==> config.mk <==
export PLATFORM = sky130hd
export DESIGN_NAME = seq_divider_8
export DESIGN_NICKNAME = d
export VERILOG_FILES = /design/src/rtl/seq_divider_8.sv
export SDC_FILE = /design/constraint.sdc
export NUM_CORES = 1
export LEC_CHECK = 0
export CAP_MARGIN = 0
export CORE_MARGIN = 1.5
export CORE_UTILIZATION = 30
export CTS_BUF_LIST = sky130_fd_sc_hd__clkbuf_8
export DETAILED_ROUTE_END_ITERATION = 10
export GPL_TIMING_DRIVEN = 1
export PLACE_DENSITY = 0.63
export SYNTH_ARGS = -nofsm -noshare
export SYNTH_HDL_FRONTEND = slang
export SYNTH_SLANG_ARGS = --single-unit
==> constraint.sdc <==
create_clock -name clk -period 3.8 [get_ports clk]
set_clock_uncertainty 0.1 [all_clocks]
set_input_delay 1.14 -clock clk [delete_from_list [all_inputs] [get_ports clk]]
set_output_delay 1.14 -clock clk [all_outputs]
set_load 0.005 [all_outputs]
==> src/rtl/seq_divider_8.sv <==
// Iterative radix-2 restoring divider: 2N-bit dividend / N-bit divisor, one quotient bit per clock.
// Start/ready/valid handshake; divide-by-zero and quotient overflow are resolved on the accepting edge.
module seq_divider_8 #(
    parameter int unsigned N = 8
) (
    input  logic             clk,
    input  logic             rst_n,
    input  logic             start,
    input  logic [2*N-1:0]   dividend,
    input  logic [N-1:0]     divisor,
    output logic             ready,
    output logic             valid,
    output logic [N-1:0]     quotient,
    output logic [N-1:0]     remainder,
    output logic             dbz,
    output logic             ovf
);

    localparam int unsigned CW = $clog2(N);

    typedef enum logic {
        S_IDLE = 1'b0,
        S_CALC = 1'b1
    } state_t;

    state_t          r_state;
    logic            r_ready;
    logic            r_valid;
    logic [N-1:0]    r_quot;
    logic [N-1:0]    r_rem;
    logic [N-1:0]    r_shift;
    logic [N-1:0]    r_div;
    logic [CW-1:0]   r_cnt;
    logic            r_dbz;
    logic            r_ovf;

    logic [N-1:0]    w_hi;
    logic [N:0]      w_t;
    logic [N:0]      w_diff;
    logic            w_ge;
    logic [N:0]      w_r_next;

    // One restoring step: shift next dividend bit into the partial remainder, trial-subtract at N+1 bits.
    assign w_hi     = dividend[2*N-1:N];
    assign w_t      = {r_rem, r_shift[N-1]};
    assign w_diff   = w_t - {1'b0, r_div};
    assign w_ge     = (w_t >= {1'b0, r_div});
    assign w_r_next = w_ge ? w_diff : w_t;

    always_ff @(posedge clk) begin
        if (!rst_n) begin
            r_state <= S_IDLE;
            r_ready <= 1'b1;
            r_valid <= 1'b0;
            r_quot  <= '0;
            r_rem   <= '0;
            r_shift <= '0;
            r_div   <= '0;
            r_cnt   <= '0;
            r_dbz   <= 1'b0;
            r_ovf   <= 1'b0;
        end else begin
            r_valid <= 1'b0;
            case (r_state)
                S_IDLE: begin
                    if (start) begin
                        if (divisor == '0) begin
                            r_dbz  <= 1'b1;
                            r_ovf  <= 1'b0;
                            r_quot <= '1;
                            r_rem  <= '0;
                            r_valid <= 1'b1;
                        end else if (w_hi >= divisor) begin
                            r_dbz  <= 1'b0;
                            r_ovf  <= 1'b1;
                            r_quot <= '1;
                            r_rem  <= '0;
                            r_valid <= 1'b1;
                        end else begin
                            r_div   <= divisor;
                            r_rem   <= w_hi;
                            r_shift <= dividend[N-1:0];
                            r_cnt   <= CW'(N - 1);
                            r_dbz   <= 1'b0;
                            r_ovf   <= 1'b0;
                            r_ready <= 1'b0;
                            r_state <= S_CALC;
                        end
                    end
                end
                S_CALC: begin
                    r_rem   <= N'(w_r_next);
                    r_quot  <= {r_quot[N-2:0], w_ge};
                    r_shift <= {r_shift[N-2:0], 1'b0};
                    r_cnt   <= r_cnt - CW'(1);
                    // Last quotient bit resolved on this edge.
                    if (r_cnt == '0) begin
                        r_valid <= 1'b1;
                        r_ready <= 1'b1;
                        r_state <= S_IDLE;
                    end
                end
                default: begin
                    r_ready <= 1'b1;
                    r_state <= S_IDLE;
                end
            endcase
        end
    end

    assign ready     = r_ready;
    assign valid     = r_valid;
    assign quotient  = r_quot;
    assign remainder = r_rem;
    assign dbz       = r_dbz;
    assign ovf       = r_ovf;

endmodule

**Word-level counts from Yosys, hierarchy flattened**

Cells that the tools add are included.

- Flip-flop bits (word level): 40
- Bits of input ports: 27
- Output and inout bits: 20

- Add/subtract/negate cells: 2
- Magnitude comparators: 2
- Equal/unequal tests: 5
- Multiplexer cells: 34
- Bitwise gates (word level): 3
- Reduce and logical (&&, ||, !) cells: 7

Operator list:

| operator | number |
|---|---|
| two-way mux 8 bit | 10 |
| case mux 8 bit (2 select lines) | 3 |
| two-way mux 1 bit | 14 |
| >= comparator 9 x 8 -> 1 bit | 1 |
| two-way mux 3 bit | 3 |
| >= comparator 8 bit | 1 |
| zero test 8 bit | 1 |
| AND reduction 4 bit | 2 |
| subtractor 8 bit | 1 |
| inequality test 2 bit, second input constant | 3 |
| case mux 1 bit (2 select lines) | 3 |
| case mux 3 bit (2 select lines) | 1 |
| AND reduction 2 bit | 2 |
| zero test 3 bit | 1 |
| inequality test 3 bit, second input constant | 1 |
| inverter 1 bit | 3 |
| AND reduction 3 bit | 1 |
| subtractor 3 x 1 -> 3 bit, second input constant | 1 |
| inequality test 2 x 1 -> 1 bit, second input constant | 1 |

**Depth between registers and ports, before layout**

- Depth after elaboration: 5
- Mapped depth: 9
- Mapped depth without buffers: 9

**Least setup slack after synthesis**

No wires, ideal clock.

- Path type: input to register
- Start: input port divisor[1]
- End: register r_div[0]
- Arrival: 2871 ps
- Path slack: 701 ps
- Cell stages on the path: 9
- Path buffers: 1
- Cells stage by stage: inv_1 > ha_1 > or4_1 > a21oi_2 > o31ai_2 > nor3_4 > buf_6 > mux2i_1 > nor2_1

- Cells in the longest elaborated chain, start to end: 3

RTL lines:

| element | RTL line | RTL |
|---|---|---|
| start, declared | 10 | `input logic [N-1:0] divisor,` |
| >= comparator 8 bit / zero test 8 bit (equally long branches) | 73, 67 |  |
| inverter 1 bit (no source line) | - |  |
| AND reduction 4 bit (no source line) * | - |  |
| end signal, assigned | 80 | `r_div <= divisor;` |
| end, declared | 32 | `logic [N-1:0] r_div;` |

Mark *: on every way between the ends. The rest lies on a longest branch, timed or not.
A chain may end at the register's enable or synchronous reset.

**Worst setup path in the final report**

- Start: input port divisor[3]
- End: register r_div[3]

- Cells in the longest elaborated chain, start to end: 3

RTL lines:

| element | RTL line |
|---|---|
| >= comparator 8 bit / zero test 8 bit (equally long branches) | 73, 67 |
| inverter 1 bit (no source line) | - |
| AND reduction 4 bit (no source line) | - |

Several ways; a longest one is shown, not always the timed one.

==> metrics <==
diode count 0; max_cap viols 0; asr flop ratio synth 0%; Worst EP arrival 3.41 ns; Rel. slew slack 36.3%; Initial DRC Count 88; worst skew pair latency 0.29 ns; post_cts resized 0; Worst Tran Pin Value 0.955 ns; Tmin final 3.38 ns; drt wl/cell 13.5 um; Port-buffer cells 46; critical path type input port to flop; Routability Congestion 0.758; outcome finished clean; syn avg cell area 9.19 um2; Area contributors post-synth dfxtp_1, ha_1, mux2i_1, o221a_2, inv_1; # DRC 0; placed inst area 2800 um2; setup_tns 0 ns; Vias 1,902; post-DP HPWL 3990 um; Die Area 7910 um2; Nets 335; Post-synth EDFFs 0; Post-CTS Setup Inserts 0; Peak Freq 296 MHz; total gr overflow 0; CP startpoint kind input port; yosys warns 0; Final Cycle Share 88.9%; layout cells sized above 1 9.31%; TritonCTS clock tree yes; Fill cells 741; Core Footprint 7210 um2; initial antenna violation count 0; CP Cell Sequence clkdlybuf4s50_1, inv_1, ha_1, or4_1, a21oi_2, o31ai_2, nor3_4, buf_12, mux2i_1, nor2_1; routed wire length 5250 um; Mapped Cells 241; post-route cell area 2890 um2; Max Slew Vio Count 0; final core utilization 40.0%; CTS buffer count 5; H-Tree Depth 2; Critical Path RT 3.83 ns; Initial Util 30.7%; register area 801 um2; 1st-pass router iterations 4; Final Hold Violating Endpoints 0; global-route wire length before repair 8500 um; share of the synthesized area in the top cell type 36.1%; non-filler cells, final 389; VDD IR max 0.000158 V; Die H 88.9 um; leading area contributor after synthesis dfxtp_1; static leakage 1.15 nW; number of synthesized register bits 40; Worst path slowest cell clkdlybuf4s50_1; crit end category flop; Clock transition at path regs 0.07 ns; Mapped Nets 287; Synth cell types 43; Worst Path Max Fanout 15; Multi-input gate area 1280 um2; P per Cell Area 424 nW/um2; num rows 31; root buf cell clkbuf_8; Seq/Total Area, Yosys 36.1%; RSZ-0062 raised after global routing false; GRT Util Overall 13.9%; Final setup violation count 0; post-DR vias/cell 4.89; Chip Width 88.9 um; Critical Path Max Stage Delay 0.53 ns; P&R area growth vs syn 30.3%; Hold Buf Count CTS 0; Routed Antenna Nets 0; largest net degree at the start of global routing 30; clock buffer depth 2; cell area after synthesis 2220 um2; Worst Hold Class flop to flop; clock sink count 40; top_reg_cell synth dfxtp_1; # IOs 47; vias in the first global route 1,760; placed cell count 381
through the flow:
step | worst slack (ns) | total power, mW | hold slack [ns]
after CTS | 0.421 | 1.24 | 0.366
after global placement | 0.203 | 0.957 | 0.346
final | 0.423 | 1.22 | 0.364
after global routing | 0.320 | 1.31 | 0.386
after detailed placement | 0.122 | 0.964 | 0.356
after floorplan | 0.701 | 0.814 | 0.336
path summary, 6_finish.rpt:
| kind | slack [ns] | start | cells after the start | to |
|---|---|---|---|---|
| worst max-delay path | 0.42 | divisor[3] | 10 | r_div[3] |
| worst min-delay path | 0.36 | dbz | 2 | dbz |
| worst max register to register | 1.47 | remainder[2] | 7 | remainder[6] |
| worst min register to register | 0.36 | dbz | 2 | dbz |
report_power, final:
group / switching (mW) / internal, mW
clock: 0.144 / 0.126
sequential: 0.0350 / 0.467
combinational: 0.213 / 0.239
registers in the layout, summed over array words and instances (netlist names):
name / flops
r_shift: 8
r_state: 1
remainder: 8
quotient: 8
r_div: 8
ready: 1
r_cnt: 3
valid: 1
ovf: 1
dbz: 1
worst max-delay path: cells and delay by family:
kind	cells	cell delay, ns
compound gates	2	0.28
fa+ha+maj	1	0.20
buf+inv	3	0.78
mux	1	0.19
simple gates	3	0.82
cell usage after synthesis (5+ instances only):
library cell	n
dfxtp_1	40
inv_1	23
nor2_1	22
mux2i_1	20
ha_1	18
a211oi_1	11
a21oi_1	9
nand2_1	9
o221a_2	8
a22oi_1	7
o21ai_0	7
o22ai_1	7
clkbuf_1	6
nand3_1	5
final cells by class:
cell class,count,area share [%]
Timing Repair Buffer,51,17.7
Sequential cell,40,27.7
Multi-Input combinational cell,167,44.2
Clock inverter,3,0.563
Clock buffer,5,2.38
Inverter,24,3.12
Tap cell,99,4.29
layer usage:
metal | up-vias | part of all wire, % | wire [um] | global-route usage (%)
li1 | 973 | - | - | -
met4 | 0 | 0.44 | 23 | 2.52
met2 | 50 | 44 | 2290 | 21.6
met3 | 5 | 5.0 | 261 | 4.25
met5 | - | 0 | 0 | 0
met1 | 874 | 51 | 2670 | 19.2
placed cells by master, fill, tap and decap left out, types with 7 or more instances in the layout:
master           count
mux2i_1             20
o22ai_1              7
a211oi_1            11
a22oi_1              7
ha_1                18
o21ai_0              7
nor2_1              22
o221a_2              8
dfxtp_1             40
clkdlybuf4s50_1     46
a21oi_1              9
nand2_1              9
inv_1               25
logic make-up (layout without fill, tap and decap cells):
family | count (synthesis) | count (layout) | synth area share [%]
AND/OR/NAND/NOR | 52 | 52 | 11.4
multiplexers | 22 | 22 | 10.1
AO/OA/AOI/OAI | 70 | 70 | 23.5
XOR/XNOR | 4 | 4 | 1.58
buffers and inverters | 34 | 83 | 6.21
adder cells (fa/ha/maj) | 19 | 19 | 11.1
flip-flops | 40 | 40 | 36.1
Power figures use the tool's default switching activity.
